## config.mk

```make
export PLATFORM = sky130hd
export DESIGN_NAME = ring_nic
export DESIGN_NICKNAME = d
export VERILOG_FILES = /design/src/rtl/ring_nic_pkg.sv /design/src/rtl/nic_slot.sv /design/src/rtl/ring_nic.sv
export SDC_FILE = /design/constraint.sdc
export NUM_CORES = 1
export LEC_CHECK = 0
export CAP_MARGIN = 10
export CORE_MARGIN = 4
export CORE_UTILIZATION = 46
export CTS_BUF_LIST = sky130_fd_sc_hd__clkbuf_4
export CTS_CLUSTER_SIZE = 40
export DETAILED_ROUTE_END_ITERATION = 8
export PLACE_DENSITY = 0.82
export SYNTH_ARGS = -nofsm -noshare
export SYNTH_HDL_FRONTEND = slang
export SYNTH_SLANG_ARGS = --single-unit
```

## constraint.sdc

```tcl
create_clock -name clk -period 1.65 [get_ports clk]
set_input_delay 0.4125 -clock clk [delete_from_list [all_inputs] [get_ports clk]]
set_output_delay 0.4125 -clock clk [all_outputs]
set_load 0.02 [all_outputs]
```

## src/rtl/ring_nic_pkg.sv

```systemverilog
// +--------------------------------------------------------------------------+
// | ring_nic_pkg : shared constants for the gold-ring NIC                      |
// | Rev 1.0                                                                    |
// +--------------------------------------------------------------------------+
`default_nettype none

package ring_nic_pkg;

  localparam int DATA_W = 64;
  localparam int ADDR_W = 2;

  localparam logic [0:ADDR_W-1] IN_BUF     = 2'b00;
  localparam logic [0:ADDR_W-1] IN_STATUS  = 2'b01;
  localparam logic [0:ADDR_W-1] OUT_BUF    = 2'b10;
  localparam logic [0:ADDR_W-1] OUT_STATUS = 2'b11;

  // Packet fields, MSB-first numbering; only the VC bit is ever interpreted.
  localparam int VC_BIT  = 0;
  localparam int DIR_BIT = 1;
  localparam int RSVD_LO = 2;
  localparam int RSVD_HI = 7;
  localparam int HOP_LO  = 8;
  localparam int HOP_HI  = 15;
  localparam int SRC_LO  = 16;
  localparam int SRC_HI  = 31;
  localparam int PAY_LO  = 32;
  localparam int PAY_HI  = 63;

  function automatic logic pkt_vc(input logic [0:DATA_W-1] pkt);
    return pkt[VC_BIT];
  endfunction

endpackage

`default_nettype wire

```

## src/rtl/nic_slot.sv

```systemverilog
// +--------------------------------------------------------------------------+
// | nic_slot : one-packet buffer with full flag, load port and clear port      |
// | Rev 1.0                                                                    |
// +--------------------------------------------------------------------------+
`default_nettype none

module nic_slot #(
  parameter int SLOT_W = ring_nic_pkg::DATA_W
) (
  input  logic              clk,
  input  logic              reset,
  input  logic              i_wr_en,
  input  logic [0:SLOT_W-1] i_wr_data,
  input  logic              i_clr,
  output logic              o_full,
  output logic [0:SLOT_W-1] o_data
);

  import ring_nic_pkg::*;

  logic              r_full;
  logic [0:SLOT_W-1] r_data;

  // The clear only drops the flag; the stale word stays readable.
  always_ff @(posedge clk or negedge reset) begin
    if (!reset) begin
      r_full <= 1'b0;
      r_data <= '0;
    end else if (i_wr_en) begin
      r_full <= 1'b1;
      r_data <= i_wr_data;
    end else if (i_clr) begin
      r_full <= 1'b0;
    end
  end

  assign o_full = r_full;
  assign o_data = r_data;

endmodule

`default_nettype wire

```

## src/rtl/ring_nic.sv

```systemverilog
// +--------------------------------------------------------------------------+
// | ring_nic : PE <-> gold-ring port interface with one-packet in/out buffers  |
// | Rev 1.0                                                                    |
// +--------------------------------------------------------------------------+
`default_nettype none

module ring_nic #(
  parameter int DATA_W = ring_nic_pkg::DATA_W,
  parameter int ADDR_W = ring_nic_pkg::ADDR_W
) (
  input  logic              clk,
  input  logic              reset,
  input  logic [0:ADDR_W-1] addr,
  input  logic [0:DATA_W-1] d_in,
  output logic [0:DATA_W-1] d_out,
  input  logic              nicEn,
  input  logic              nicWrEn,
  output logic              net_so,
  input  logic              net_ro,
  output logic [0:DATA_W-1] net_do,
  input  logic              net_polarity,
  input  logic              net_si,
  output logic              net_ri,
  input  logic [0:DATA_W-1] net_di
);

  import ring_nic_pkg::*;

  logic              w_in_full;
  logic              w_out_full;
  logic [0:DATA_W-1] w_in_buf;
  logic [0:DATA_W-1] w_out_buf;
  logic              w_pe_rd;
  logic              w_pe_wr;
  logic              w_out_load;
  logic              w_send;
  logic              w_in_load;
  logic              w_in_pop;
  logic [0:DATA_W-1] r_d_out;

  assign w_pe_rd    = nicEn & ~nicWrEn;
  assign w_pe_wr    = nicEn & nicWrEn & (addr == OUT_BUF);
  assign w_out_load = w_pe_wr & ~w_out_full;
  assign w_send     = w_out_full & net_ro & (pkt_vc(w_out_buf) == net_polarity);

  // Loads only into an empty slot, so a pop and a load never coincide.
  assign w_in_load  = net_si & ~w_in_full;
  assign w_in_pop   = w_pe_rd & (addr == IN_BUF) & w_in_full;

  nic_slot #(.SLOT_W(DATA_W)) u_in_slot (
    .clk       (clk),
    .reset     (reset),
    .i_wr_en   (w_in_load),
    .i_wr_data (net_di),
    .i_clr     (w_in_pop),
    .o_full    (w_in_full),
    .o_data    (w_in_buf)
  );

  nic_slot #(.SLOT_W(DATA_W)) u_out_slot (
    .clk       (clk),
    .reset     (reset),
    .i_wr_en   (w_out_load),
    .i_wr_data (d_in),
    .i_clr     (w_send),
    .o_full    (w_out_full),
    .o_data    (w_out_buf)
  );

  always_ff @(posedge clk or negedge reset) begin
    if (!reset) begin
      r_d_out <= '0;
    end else if (w_pe_rd) begin
      case (addr)
        IN_BUF:     r_d_out <= w_in_buf;
        IN_STATUS:  r_d_out <= {{(DATA_W-1){1'b0}}, w_in_full};
        OUT_STATUS: r_d_out <= {{(DATA_W-1){1'b0}}, w_out_full};
        default:    r_d_out <= r_d_out;
      endcase
    end
  end

  assign d_out  = r_d_out;
  assign net_do = w_out_buf;
  assign net_so = w_send;
  assign net_ri = ~w_in_full;

endmodule

`default_nettype wire

```

==> flow_summary_export.csv, run 1 <==
group,metric,value,unit
worst_setup_path,reg2reg_from,"u_out_slot.o_full",
synthesis,synth.distinct_cells,23,
timing,slew_headroom,79.13,%
power_and_ir_drop,ir_worst_vdd,0.9646,mV
timing,setup_viol,2,
synthesis,yosysWarnings,0,
synthesis,synth_cells,429,
clock_network,cts_max_level,4,
global_routing,grt_start_max_net_pins,64,
timing,layout_min_cycle_time,1898,ps
clock_network,clk_path_buf_depth,2,
global_routing,grt-ovfl-total,0,
route,drc,0,
final_layout,area_growth,44.09,%
floorplanning,dieArea,18080,sq um
place,dp_hpwl,13650,um
power_and_ir_drop,combPwrFrac,39.8,%
worst_setup_path,crit-reg2reg-capture,"u_out_slot.o_data[53]",
floorplanning,die_y,134.5,um
floorplanning,rows,45,
route,routed_wl,19080,um
job,cap_violations,0,
power_and_ir_drop,power_leakage,5.047,nW
worst_setup_path,arrival,1490,ps
global_routing,antenna_found_initial,0,
power_and_ir_drop,swShare,34.16,%
final_layout,fin_nets,898,
timing,layout_worst_path_cycle_share,115.0,%
clock_network,cts_tree,"built",
place,post-place-cells,907,
power_and_ir_drop,power_density,1649,nW/um^2
timing,timing.fmax,526.8,MHz
floorplanning,core_area,15430,sq um
power_and_ir_drop,switchingPower,5.970,mW
route,dr.pass1.iters,4,
clock_network,cts_buffers,17,
floorplanning,pin_count,267,
place,routabilityCongestion,0.7653,
floorplanning,die_w,134.5,um
worst_setup_path,crit_start,"u_out_slot.o_data[0]",
floorplanning,initial_core_util,47.68,%
worst_setup_path,cp.required,1240,ps
final_layout,layout-drive-gt1-share,46.77,%
timing,hold_viol_final,0,
power_and_ir_drop,power.total,17.48,mW
route,via_per_inst,5.090,
clock_network,clk_pin_slew_worst_paths,170,ps
worst_setup_path,crit_end,"net_so",
worst_setup_path,rr_worst_depth,5,
worst_setup_path,path_max_fanout,2,
timing,worst_slew_pin_slew,313.1,ps
synthesis,syn_area,7356,sq um
timing,rsz0062_at_grt,"true",
global_routing,grt_usage,21.29,%
synthesis,avgSynthCellArea,17.15,sq um
outcome,violations,"negative setup slack",
final_layout,antenna_cells,0,
global_routing,grt_pass1_vias,5390,
outcome,status,"finished, violations left",
place,portBuffers,266,
timing,hold_ws,290.1,ps
synthesis,synth-seq-area-share,66.00,%
worst_hold_path,min-delay-path-class,"primary input to asynchronous set/reset pin",
power_and_ir_drop,internal_power,11.51,mW
power_and_ir_drop,seqPwrFrac,44.3,%
final_layout,fin_cells,985,
global_routing,grt_pass1_wl,29980,um
route,wl_per_cell,19.37,um
route,drt_iter0_markers,164,
final_layout,num-fill-cells,1092,
route,ant_nets,0,
worst_setup_path,worstSetupPathType,"flop to primary output",
final_layout,finish.instance_area,10600,sq um
synthesis,ys_seq_elements,194,
timing,worst_slack,-248.3,ps
worst_setup_path,critPathLaunchType,"flop",
worst_setup_path,ff2ff_setup_slack,90,ps
place,place_ws,-575.0,ps
worst_setup_path,endpoint_kind,"primary output",
place,dpl_cell_area,10430,sq um
power_and_ir_drop,p_clk_share,16.0,%
timing,fin_worst_skew,27.73,ps
clock_network,root_buffer,"clkbuf_4",
clock_network,clock-sinks,194,
timing,slew_violations,0,
clock_network,clock_latency,570,ps
synthesis,synthesis.nets,566,
route,vias,5014,
[per-layer routing]
| layer | track usage (%) | up-vias | routed length, um | part of all wire (%) |
|---|---|---|---|---|
| met1 | 25.21 | 2542 | 7293 | 38 |
| met2 | 36.34 | 218 | 9667 | 51 |
| li1 | - | 2223 | - | - |
| met4 | 6.900 | 0 | 458 | 2.4 |
| met3 | 7.750 | 31 | 1659 | 8.7 |
| met5 | 0 | - | 0 | 0 |
[synthesized netlist by cell type (all sizes together)]
library cell,instances,area (sq um)
nand2,1,3.750
dfrtp,194,4855
mux2i,1,10.01
nor3,1,16.27
nor2b,1,6.260
buf,28,234.0
nor4b,1,8.760
a21oi,1,5.000
o21bai,2,15.01
nor2,1,3.750
and3,1,6.260
nand2b,1,13.76
xnor2,1,8.760
inv,2,7.510
a22o,63,551.8
mux2,129,1603
nand3b,1,7.510
[cell usage in the layout (no fill, tap or decap), types with 2 or more instances in the layout]
cell / count
buf_2: 107
dfrtp_1: 194
buf_4: 63
buf_6: 22
clkinvlp_4: 2
clkbuf_4: 17
mux2_1: 9
inv_6: 2
o21bai_1: 2
a22o_1: 63
clkdlybuf4s50_1: 135
mux2_2: 80
mux2_4: 40
inv_8: 3
clkinv_4: 2
clkinv_2: 2
buf_12: 12
bufinv_16: 3
[power groups by stage]
stage / logic, mW / clock network (mW) / registers, mW
6_report: 6.95 / 2.79 / 7.74
5_1_grt: 7.40 / 3.09 / 7.98
4_1_cts: 6.74 / 2.88 / 7.68
3_5_place_dp: 7.23 / 0 / 7.87
3_3_place_gp: 7.04 / 0 / 7.75
2_1_floorplan: 2.44 / 0 / 9.02
[critical path: stages, from the launching register on]
cell and delay [ps]:
dfrtp_1 450, xnor2_1 130, and3_1 210, buf_6 130
[metrics by stage]
step                      util (%)  TNS (ps)
after floorplan                  -         0
after global placement       67.63    -44810
after detailed placement     67.63    -48390
after CTS                    67.40    -458.2
after global routing         68.70    -789.7
final                        68.70    -427.8
[logic make-up after synthesis]
logic type	synth area share (%)
mux	21.93
flops	66.00
buf+inv	3.283
compound gates	7.773
xor+xnor	0.1191
simple gates	0.9016
[registers in the layout, summed over array words and instances (netlist names)]
| name | count |
|---|---|
| d_out | 64 |
| u_in_slot.o_data | 64 |
| u_in_slot.o_full | 1 |
| u_out_slot.o_data | 64 |
| u_out_slot.o_full | 1 |
[worst min path at each step]
stage | from | end | slack (ps)
after floorplan | reset | d_out[0] | 120
after global placement | reset | u_in_slot.o_data[11] | 340
after detailed placement | reset | u_in_slot.o_data[19] | 340
after CTS | reset | u_out_slot.o_data[54] | 240
after global routing | reset | u_in_slot.o_data[19] | 270
final | reset | u_out_slot.o_data[52] | 290
[area by class of cell]
type                       count  area (sq um)  share of cell area (%)
sequential                   194          4855                   45.80
timing repair buffer         341          2872                   27.09
multi-input combinational    205          2273                   21.45
tap                          211         264.0                   2.491
clock inverter                15         200.2                   1.889
clock buffer                  17         127.6                   1.204
inverter                       2         7.507                 0.07083
[timing repair]
action | CTS | global route
setup buffers | 35 | 10
endpoints found under the hold margin | 35 | 0
pin swaps | 1 | 1
hold buffers | 1 | 0
resized for setup | 528 | 42
endpoints found under the setup margin | 130 | 30
No activity file was read; power rests on OpenSTA's default activity.
==> run 2, diff against run 1 <==
CAP_MARGIN = 25   (was 10)
HOLD_SLACK_MARGIN = 0.06   (was unset)
==> results of run 2 <==
Final layout, timing and power as in run 1 (identical DEF).
==> run 3, diff against run 2 <==
==> constraint.sdc (replaced) <==
create_clock -name clk -period 1.65 [get_ports clk]
set_input_delay 0.4125 -clock clk [delete_from_list [all_inputs] [get_ports clk]]
set_output_delay 0.4125 -clock clk [all_outputs]
set_load 0.05 [all_outputs]
==> flow_summary_export.csv, run 3 (synthesis results as in run 1) <==
group,metric,value,unit
final_layout,multi_input_area,2297,sq um
worst_setup_path,rr_worst_depth,4,
power_and_ir_drop,combPwrFrac,54.7,%
worst_setup_path,crit-reg2reg-capture,"u_in_slot.o_data[9]",
timing,slew_headroom,74.40,%
worst_setup_path,slowest_stage,"dfrtp_2",
global_routing,grt_pass1_vias,6108,
floorplanning,die_w,134.5,um
job,cap_violations,0,
worst_setup_path,cp.required,1240,ps
global_routing,grt_usage,24.93,%
final_layout,fin_cells,1026,
final_layout,regArea,4858,sq um
worst_setup_path,arrival,1600,ps
route,vias,5342,
clock_network,clk_path_buf_depth,2,
final_layout,antenna_cells,0,
clock_network,clk_pin_slew_worst_paths,170,ps
worst_setup_path,endpoint_kind,"primary output",
route,routed_wl,23310,um
route,drc,0,
clock_network,clock-sinks,194,
outcome,violations,"negative setup slack",
global_routing,antenna_found_initial,1,
power_and_ir_drop,internal_power,15.18,mW
floorplanning,core_area,15430,sq um
clock_network,root_buffer,"clkbuf_4",
outcome,status,"finished, violations left",
timing,slew_violations,0,
place,portBuffers,266,
final_layout,mostFrequentLayoutCells,"dfrtp_1 (191), buf_12 (143), clkdlybuf4s50_1 (135), buf_4 (100), mux2_2 (80)",
timing,tns,-590.5,ps
worst_setup_path,cp_cell_sequence,"xnor2_4, and3_4, buf_12",
power_and_ir_drop,seqPwrFrac,34.3,%
global_routing,grt_start_max_net_pins,46,
clock_network,cts_tree,"built",
global_routing,grt_pass1_wl,34240,um
timing,fin_worst_skew,19.81,ps
route,dr.pass1.iters,5,
power_and_ir_drop,swShare,38.98,%
place,place_ws,-403.0,ps
final_layout,fin_nets,939,
place,post-place-cells,914,
worst_setup_path,ff2ff_setup_slack,160,ps
place,routabilityCongestion,0.8455,
place,dpl_cell_area,11800,sq um
timing,setup_viol,2,
worst_setup_path,max_stage_delay,490,ps
worst_hold_path,min-delay-path-class,"primary input to asynchronous set/reset pin",
final_layout,final_common_cell,"dfrtp_1",
timing,worst_slack,-366.6,ps
floorplanning,rows,45,
worst_setup_path,reg2reg_from,"u_in_slot.o_full",
worst_setup_path,path_max_fanout,2,
floorplanning,dieArea,18080,sq um
final_layout,final_core_util,82.62,%
final_layout,finish.instance_area,12750,sq um
final_layout,layout-drive-gt1-share,49.82,%
timing,hold_viol_final,0,
power_and_ir_drop,power_leakage,5.769,nW
worst_setup_path,worstSetupPathType,"flop to primary output",
route,drt_iter0_markers,244,
floorplanning,die_y,134.5,um
floorplanning,initial_core_util,47.68,%
route,wl_per_cell,22.72,um
final_layout,num-fill-cells,726,
route,via_per_inst,5.207,
power_and_ir_drop,ir_worst_vdd,1.096,mV
power_and_ir_drop,power_density,1952,nW/um^2
global_routing,grt-ovfl-total,0,
floorplanning,pin_count,267,
timing,timing.fmax,495.9,MHz
route,ant_nets,0,
power_and_ir_drop,p_clk_share,11.0,%
timing,worst_slew_pin_slew,384.0,ps
power_and_ir_drop,switchingPower,9.700,mW
timing,layout_min_cycle_time,2017,ps
place,dp_hpwl,16040,um
final_layout,area_growth,73.28,%
timing,rsz0062_at_grt,"true",
timing,layout_worst_path_cycle_share,122.2,%
clock_network,cts_max_level,4,
clock_network,clock_latency,570,ps
worst_setup_path,critPathLaunchType,"flop",
clock_network,cts_buffers,17,
## run 3: layout make-up
type                            instances  share of cell area (%)
Multi-Input combinational cell        205                   18.02
Clock inverter                         14                   1.355
Inverter                                2                 0.05890
Clock buffer                           18                   1.060
Sequential cell                       194                   38.12
Tap cell                              211                   2.071
Timing Repair Buffer                  382                   39.31
## run 3: what timing repair did
| item | CTS | global route |
|---|---|---|
| gates resized for setup | 5 | 4 |
| setup buffers | 54 | 25 |
| gates cloned | 0 | 0 |
| hold buffers | 1 | 0 |
| setup endpoints to repair | 117 | 128 |
| endpoints found under the hold margin | 77 | 0 |
## run 3: how the worst max path moves through the flow
| stage | end | start | slack [ps] |
|---|---|---|---|
| after floorplan | net_so | u_out_slot.o_data[0] | 80 |
| after global placement | u_out_slot.o_data[3] | addr[0] | -350 |
| after detailed placement | u_out_slot.o_data[55] | addr[0] | -400 |
| after CTS | net_so | u_out_slot.o_data[0] | -410 |
| after global routing | net_so | u_out_slot.o_data[0] | -470 |
| final | net_so | u_out_slot.o_data[0] | -370 |
## run 3: through the flow
| stage | power [mW] | hold WS, ps |
|---|---|---|
| global placement | 20.44 | 368.4 |
| detailed placement | 20.94 | 379.1 |
| CTS | 24.44 | 261.9 |
| global route | 25.76 | 294.8 |
| finish | 24.88 | 319.8 |
| floorplan | 14.07 | 116.9 |
## run 3: routing by layer
metal	track usage [%]	vias up	routed length [um]
met1	26.51	2764	8168
met3	9.948	42	1983
met5	0	-	13
met4	9.955	2	673
met2	44.30	241	12470
li1	-	2293	-
## run 3: worst max-delay path, delay by kind of cell, from the launching register on
kind                   cells  cell delay [ps]
XOR/XNOR                   1              180
AND/OR/NAND/NOR            1              230
buffers and inverters      1              140
flip-flops                 1              490
## run 3: power by group through the flow
stage / combinational, mW / sequential, mW / clock [mW]
floorplan: 2.49 / 11.6 / 0
global placement: 12.0 / 8.41 / 0
detailed placement: 12.3 / 8.60 / 0
CTS: 13.2 / 8.44 / 2.81
global route: 14.0 / 8.74 / 3.01
finish: 13.6 / 8.53 / 2.74
